**config.mk**
```make
export PLATFORM = sky130hd
export DESIGN_NAME = pc_gameport
export DESIGN_NICKNAME = d
export VERILOG_FILES = /design/src/rtl/gameport_pkg.sv /design/src/rtl/gameport_axis_timer.sv /design/src/rtl/pc_gameport.sv
export SDC_FILE = /design/constraint.sdc
export NUM_CORES = 1
export LEC_CHECK = 0
export BUFFER_PORTS_ARGS = -buffer_cell sky130_fd_sc_hd__buf_2
export CAP_MARGIN = 5
export CORE_ASPECT_RATIO = 0.6
export CORE_MARGIN = 10
export CORE_UTILIZATION = 50
export CTS_BUF_LIST = sky130_fd_sc_hd__clkbuf_16
export DETAILED_ROUTE_END_ITERATION = 12
export PLACE_DENSITY_LB_ADDON = 0.15
export SLEW_MARGIN = 20
export SYNTH_ARGS = -nofsm -noshare
export SYNTH_HDL_FRONTEND = slang
export SYNTH_SLANG_ARGS = --single-unit
```
**constraint.sdc**
```tcl
create_clock -name clk_sys -period 1.84 [get_ports clk_sys]
set_input_delay 0.092 -clock clk_sys [delete_from_list [all_inputs] [get_ports clk_sys]]
set_output_delay 0.092 -clock clk_sys [all_outputs]
set_load 0.01 [all_outputs]
```
**src/rtl/gameport_pkg.sv**
```systemverilog
// Shared constants and position mapping for the PC game-port emulator.
package gameport_pkg;

    localparam int unsigned JD_W = 8;
    localparam int unsigned JA_W = 16;
    localparam int unsigned POS_W = 8;

    localparam int unsigned JD_UP    = 0;
    localparam int unsigned JD_DOWN  = 1;
    localparam int unsigned JD_LEFT  = 2;
    localparam int unsigned JD_RIGHT = 3;
    localparam int unsigned JD_FIRE1 = 4;
    localparam int unsigned JD_FIRE2 = 5;

    localparam int unsigned DO_AX   = 0;
    localparam int unsigned DO_AY   = 1;
    localparam int unsigned DO_BX   = 2;
    localparam int unsigned DO_BY   = 3;
    localparam int unsigned DO_A_F1 = 4;
    localparam int unsigned DO_A_F2 = 5;
    localparam int unsigned DO_B_F1 = 6;
    localparam int unsigned DO_B_F2 = 7;

    localparam logic [POS_W-1:0] CENTER_POS = 8'd128;

    // Unsigned 0..255 stick position; digital pads snap to the ends or the centre.
    function automatic logic [POS_W-1:0] axis_pos(
        input logic             dir_lo,
        input logic             dir_hi,
        input logic [POS_W-1:0] analog,
        input logic             analog_mode
    );
        logic [POS_W-1:0] pos;
        pos = CENTER_POS;
        if (analog_mode) begin
            pos = {~analog[POS_W-1], analog[POS_W-2:0]};
        end else if (dir_lo && !dir_hi) begin
            pos = '0;
        end else if (dir_hi && !dir_lo) begin
            pos = '1;
        end
        return pos;
    endfunction

endpackage

```
**src/rtl/gameport_axis_timer.sv**
```systemverilog
// One 558 timer channel: loads a unit count on trigger and counts down on ticks.
module gameport_axis_timer #(
    parameter int unsigned CNT_W = 10
) (
    input  logic             clk_sys,
    input  logic             reset_n,
    input  logic             load,
    input  logic [CNT_W-1:0] target,
    input  logic             tick,
    output logic             axis
);

    logic [CNT_W-1:0] count;

    // axis tracks (count != 0) as a register so it can feed the read byte and busy directly.
    always_ff @(posedge clk_sys or negedge reset_n) begin
        if (!reset_n) begin
            count <= '0;
            axis  <= 1'b0;
        end else if (load) begin
            count <= target;
            axis  <= (target != '0);
        end else if (tick && (count != '0)) begin
            count <= count - CNT_W'(1);
            axis  <= (count != CNT_W'(1));
        end
    end

endmodule

```
**src/rtl/pc_gameport.sv**
```systemverilog
// Port 0x201 game-port emulator: shared unit prescaler, per-axis timers and read-back byte.
module pc_gameport
    import gameport_pkg::*;
#(
    parameter int unsigned NUM_JOY      = 2,
    parameter int unsigned CYC_PER_UNIT = 31,
    parameter int unsigned BASE_UNITS   = 24,
    parameter int unsigned CNT_W        = 10
) (
    input  logic                    clk_sys,
    input  logic                    reset_n,
    input  logic                    port_cs,
    input  logic                    port_wr,
    input  logic                    port_rd,
    output logic [7:0]              port_dout,
    input  logic [NUM_JOY*JD_W-1:0] joy_digital,
    input  logic [NUM_JOY*JA_W-1:0] joy_analog,
    input  logic [NUM_JOY-1:0]      analog_en,
    output logic [NUM_JOY*2-1:0]    busy
);

    localparam int unsigned NUM_AXES = NUM_JOY * 2;
    localparam int unsigned PRE_W    = (CYC_PER_UNIT > 1) ? $clog2(CYC_PER_UNIT) : 1;
    localparam logic [PRE_W-1:0] PRE_LAST = PRE_W'(CYC_PER_UNIT - 1);

    logic                trigger;
    logic                rd_hit;
    logic                any_active;
    logic                tick;
    logic [PRE_W-1:0]    prescaler;
    logic [NUM_AXES-1:0] axis_bits;
    logic [1:0]          axis_pair [2];
    logic [1:0]          fire_pair [2];
    logic [7:0]          rd_byte;

    assign trigger    = port_cs & port_wr;
    assign rd_hit     = port_cs & port_rd;
    assign any_active = |axis_bits;
    assign tick       = any_active && (prescaler == PRE_LAST);
    assign busy       = axis_bits;

    // Prescaler idles once every axis has expired; a trigger restarts the unit phase.
    always_ff @(posedge clk_sys or negedge reset_n) begin
        if (!reset_n) begin
            prescaler <= '0;
        end else if (trigger) begin
            prescaler <= '0;
        end else if (any_active) begin
            prescaler <= (prescaler == PRE_LAST) ? '0 : prescaler + PRE_W'(1);
        end
    end

    for (genvar j = 0; j < 2; j++) begin : g_joy
        if (j < NUM_JOY) begin : g_present
            logic [POS_W-1:0] pos_x;
            logic [POS_W-1:0] pos_y;
            logic [CNT_W-1:0] target_x;
            logic [CNT_W-1:0] target_y;

            assign pos_x = axis_pos(joy_digital[j*JD_W + JD_LEFT],
                                    joy_digital[j*JD_W + JD_RIGHT],
                                    joy_analog[j*JA_W +: POS_W],
                                    analog_en[j]);
            assign pos_y = axis_pos(joy_digital[j*JD_W + JD_UP],
                                    joy_digital[j*JD_W + JD_DOWN],
                                    joy_analog[j*JA_W + POS_W +: POS_W],
                                    analog_en[j]);
            assign target_x = CNT_W'(BASE_UNITS) + CNT_W'(pos_x);
            assign target_y = CNT_W'(BASE_UNITS) + CNT_W'(pos_y);

            gameport_axis_timer #(.CNT_W(CNT_W)) u_x (
                .clk_sys (clk_sys),
                .reset_n (reset_n),
                .load    (trigger),
                .target  (target_x),
                .tick    (tick),
                .axis    (axis_bits[2*j])
            );

            gameport_axis_timer #(.CNT_W(CNT_W)) u_y (
                .clk_sys (clk_sys),
                .reset_n (reset_n),
                .load    (trigger),
                .target  (target_y),
                .tick    (tick),
                .axis    (axis_bits[2*j+1])
            );

            assign axis_pair[j] = {axis_bits[2*j+1], axis_bits[2*j]};
            assign fire_pair[j] = {~joy_digital[j*JD_W + JD_FIRE2],
                                   ~joy_digital[j*JD_W + JD_FIRE1]};
        end else begin : g_absent
            // An unplugged stick looks like a timer that never expires and idle buttons.
            assign axis_pair[j] = 2'b11;
            assign fire_pair[j] = 2'b11;
        end
    end

    always_comb begin
        rd_byte = '1;
        rd_byte[DO_AX]   = axis_pair[0][0];
        rd_byte[DO_AY]   = axis_pair[0][1];
        rd_byte[DO_BX]   = axis_pair[1][0];
        rd_byte[DO_BY]   = axis_pair[1][1];
        rd_byte[DO_A_F1] = fire_pair[0][0];
        rd_byte[DO_A_F2] = fire_pair[0][1];
        rd_byte[DO_B_F1] = fire_pair[1][0];
        rd_byte[DO_B_F2] = fire_pair[1][1];
    end

    // Axis bits come from the timer registers, so a same-cycle write is not yet visible.
    always_ff @(posedge clk_sys or negedge reset_n) begin
        if (!reset_n) begin
            port_dout <= 8'h00;
        end else if (rd_hit) begin
            port_dout <= rd_byte;
        end
    end

endmodule

```
==> tab_implementation.tex <==
\begin{tabular}{lr}
\hline
Metric & Value \\
\hline
\multicolumn{2}{l}{\textbf{Synthesis}} \\
\quad Post-Syn Area & 0.00394 mm\^{}2 \\
\quad Top\_reg\_cell synth & dfrtp\_1 \\
\quad Area share of the largest cell type after synthesis & 0.362 \\
\quad Synthesis-stage register bit count & 57 \\
\quad Synthesized area divided by synthesized cell count & 8.88 um\^{}2 \\
\quad Share of flip-flops with an asynchronous set or reset after synthesis & 1.00 \\
\quad Net count after synthesis & 512 \\
\quad Cell count after synthesis & 443 \\
\quad Number of enable flip-flop cells after synthesis & 0 \\
\quad Register area share after synthesis & 0.362 \\
\quad Main area contributors after synthesis & dfrtp\_1 (36\%), a21oi\_1 (5.9\%), ha\_1 (4.5\%) \\
\quad Library cell with the largest summed area after synthesis & dfrtp\_1 \\
\quad Syn. warnings & 0 \\
\quad Number of library cell types mapped by synthesis & 61 \\
\multicolumn{2}{l}{\textbf{Final layout}} \\
\quad FF/Latch Area & 0.00143 mm\^{}2 \\
\quad Fin nets & 640 \\
\quad Utilization after layout & 0.720 \\
\quad Most frequent cells in the layout & buf\_2 (62), buf\_4 (62), dfrtp\_1 (57), a21oi\_1 (45), nor2\_1 (34) \\
\quad Number of inserted filler cells in the final layout & 565 \\
\quad Ant. Diodes & 0 \\
\quad Area added between synthesis and finish & 36.3\% \\
\quad Share of post-route cells with drive strength above 1 & 0.329 \\
\quad Multi-input combinational cell area & 0.00252 mm\^{}2 \\
\multicolumn{2}{l}{\textbf{Floorplan}} \\
\quad Number of rows created at floorplan & 24 \\
\quad Number of top-level pins & 67 \\
\quad Overall die area & 0.0119 mm\^{}2 \\
\quad Die boundary width & 135 um \\
\quad Chip Height & 88.7 um \\
\quad Initial cell density of the core & 0.528 \\
\quad Core Region & 0.00745 mm\^{}2 \\
\multicolumn{2}{l}{\textbf{Placement}} \\
\quad HPWL after DPL & 8.37 mm \\
\quad Quantity of I/O buffers inserted on ports & 62 \\
\quad Final weighted congestion in routability-driven placement & 0.911 \\
\multicolumn{2}{l}{\textbf{Run status}} \\
\quad Status & complete, but fails checks \\
\quad Violated checks & setup timing \\
\multicolumn{2}{l}{\textbf{STA}} \\
\quad Setup slack after layout & -0.0753 ns \\
\quad Worst Hold Margin & 0.0600 ns \\
\quad Clock period minus final worst setup slack & 1.92 ns \\
\quad Max-slew headroom at the worst pin & 0.676 \\
\quad Final setup fails & 5 \\
\quad Max Fclk & 522 MHz \\
\quad Pin slew with the least headroom to its limit & 0.485 ns \\
\quad Final cycle utilization of the critical path & 1.04 \\
\quad Final setup skew & 0.00676 ns \\
\quad Final hold violations & 0 \\
\quad Slew Viols, Final & 0 \\
\quad RSZ-0062 raised after global routing & yes \\
\multicolumn{2}{l}{\textbf{Power and ir drop}} \\
\quad Proportion of power drawn by the clock network & 0.348 \\
\quad Power density over cell area & 842 mW/mm\^{}2 \\
\quad Leakage power & 2.29 nW \\
\quad Internal portion of total power & 3.11 mW \\
\quad Sw Pwr & 1.41 mW \\
\quad Combinational power share & 0.282 \\
\quad Power share of the sequential group & 0.370 \\
\quad Net Sw Frac & 0.312 \\
\quad Largest vdd supply drop & 0.545 mV \\
\multicolumn{2}{l}{\textbf{Setup path}} \\
\quad Req. time, crit path & 2.05 ns \\
\quad Startpoint class of the critical path & register \\
\quad Largest fanout on the critical path & 3 \\
\quad Register-to-Register Setup Slack & -0.08 ns \\
\quad Kind of end point of the critical path & register \\
\quad Category of the critical setup timing path & register to register \\
\quad Number of cell instances on the worst register-to-register path & 5 \\
\quad WP data arrival & 2.13 ns \\
\multicolumn{2}{l}{\textbf{Clocking}} \\
\quad Clock latency on the worst-skew pair & 0.34 ns \\
\quad Clock H-tree levels & 3 \\
\quad Library cell used as clock root buffer & clkbuf\_16 \\
\quad Num CTS Buffers & 9 \\
\quad CTS sink cnt & 57 \\
\quad Clock input transition at the sequential cells of the worst setup and hold paths & 0.05 ns \\
\quad Maximum clock insertion buffer count & 2 \\
\quad CTS tree & yes \\
\multicolumn{2}{l}{\textbf{GRT}} \\
\quad Overall fraction of global-route tracks in use & 0.193 \\
\quad Largest net degree at the start of global routing & 49 \\
\quad First-pass GRT wire length & 18.8 mm \\
\quad Vias in the first global route & 3,824 \\
\quad Congestion Overflow GR & 0 \\
\quad Initial antenna violation count & 0 \\
\multicolumn{2}{l}{\textbf{Routing}} \\
\quad Average detailed-routed wire length per instance & 17.2 um \\
\quad First-pass iteration count of the detailed router & 6 \\
\quad Via density per instance & 5.95 \\
\quad Wire length reported by the detailed router & 11.7 mm \\
\quad Via total after detailed routing & 4,037 \\
\quad Post-route DRC & 0 \\
\quad DRT iter0 DRCs & 399 \\
\quad Detail Route Antenna Nets & 0 \\
\multicolumn{2}{l}{\textbf{Hold path}} \\
\quad Number of cells traversed by the worst hold path & 3 \\
\quad Worst hold-check path type & input port to register \\
\multicolumn{2}{l}{\textbf{Run}} \\
\quad Max-Cap Viols & 0 \\
\hline
\end{tabular}
area by class of cell:
type	count	area share
tap	104	0.0243
sequential	57	0.266
inverter	11	0.00770
multi-input combinational	353	0.471
clock buffer	9	0.0420
timing repair buffer	139	0.180
clock inverter	6	0.00956
critical path: stages, from the launching register on:
cell and delay [ns]:
dfrtp_1 0.37, or4_4 0.58, or4b_4 0.54, nand3_2 0.09, xor2_1 0.14, mux2i_1 0.08
per-stage QoR:
| stage | worst slack, ns | total power, mW | area, um^2 | cells | TNS [ns] |
|---|---|---|---|---|---|
| after floorplan | -0.0320 | 2.30 | 3970 | 443 | -0.114 |
| after global placement | -0.0786 | 2.79 | 4820 | 653 | -0.431 |
| after detailed placement | -0.151 | 2.84 | 4820 | 653 | -1.58 |
| after CTS | -0.0804 | 4.47 | 5240 | 674 | -0.241 |
| after global routing | -0.160 | 4.76 | 5360 | 679 | -1.44 |
| final | -0.0753 | 4.51 | 5360 | 679 | -0.233 |
final timing paths:
check                                                startpoint                         endpoint
worst max-delay path            g_joy[0].g_present.u_y.count[4]  g_joy[0].g_present.u_y.count[7]
worst min-delay path                              joy_analog[9]  g_joy[0].g_present.u_y.count[1]
worst max register to register  g_joy[0].g_present.u_y.count[4]  g_joy[0].g_present.u_y.count[7]
worst min register to register                     port_dout[5]                     port_dout[5]
max in group asynchronous                               reset_n  g_joy[0].g_present.u_x.count[7]
min in group asynchronous                               reset_n      g_joy[1].g_present.u_y.axis
timing repair:
item | CTS | global route
pin swaps | 10 | 13
hold buffers | 5 | 0
setup endpoints to repair | 24 | 32
gates resized for setup | 21 | 22
buffers inserted | 1 | 5
endpoints found under the hold margin | 24 | 0
power by group through the flow:
stage	clock [mW]	sequential (mW)	combinational [mW]
2_1_floorplan	0	1.66	0.635
3_3_place_gp	0	1.65	1.14
3_5_place_dp	0	1.66	1.18
4_1_cts	1.59	1.66	1.22
5_1_grt	1.65	1.70	1.41
6_report	1.57	1.67	1.28
layer usage:
metal,share of wire,global-route usage
met2,0.46,0.305
met1,0.46,0.249
met4,0.020,0.0728
met5,0,0
met3,0.061,0.0509
state kept, by name (all words and copies together), names as in the netlist:
name                       cells
g_joy.g_present.u_x.count     20
g_joy.g_present.u_y.count     20
port_dout                      8
prescaler                      5
g_joy.g_present.u_x.axis       2
g_joy.g_present.u_y.axis       2
cell usage after synthesis (2+ instances only):
| cell | number |
|---|---|
| or4_1 | 3 |
| ha_1 | 14 |
| o2111ai_1 | 3 |
| xor2_1 | 20 |
| o21a_1 | 3 |
| nand2_1 | 32 |
| a211oi_1 | 10 |
| nand3b_1 | 5 |
| xnor2_1 | 16 |
| o21ai_0 | 19 |
| o211ai_1 | 6 |
| and2_1 | 3 |
| a31oi_1 | 5 |
| nand4b_1 | 3 |
| o32ai_1 | 2 |
| nand3_1 | 14 |
| and3_1 | 2 |
| nor3_1 | 18 |
| dfrtp_1 | 57 |
| nand4_1 | 13 |
| nor4_1 | 5 |
| mux2i_1 | 11 |
| or3_1 | 4 |
| a311oi_1 | 2 |
| nor3b_1 | 9 |
| and4_1 | 3 |
| nor2b_1 | 6 |
| o31a_1 | 2 |
| o41ai_1 | 2 |
| clkbuf_1 | 14 |
| buf_4 | 5 |
| o21ai_1 | 2 |
| a311o_1 | 2 |
| nor2_1 | 35 |
| a21oi_1 | 46 |
| o221ai_1 | 2 |
| inv_1 | 11 |
| buf_2 | 2 |
| nand2b_1 | 2 |
| mux2_2 | 5 |
| nor4b_1 | 5 |
kinds of logic (layout without fill, tap and decap cells):
family,count (synthesis),in the layout,synth area share
AND/OR/NAND/NOR,172,172,0.245
AO/OA/AOI/OAI,114,114,0.184
flip-flops,57,57,0.362
XOR/XNOR,36,36,0.0801
buffers and inverters,33,165,0.0369
multiplexers,17,17,0.0461
adder cells (fa/ha/maj),14,14,0.0445
Power figures use the tool's default switching activity.
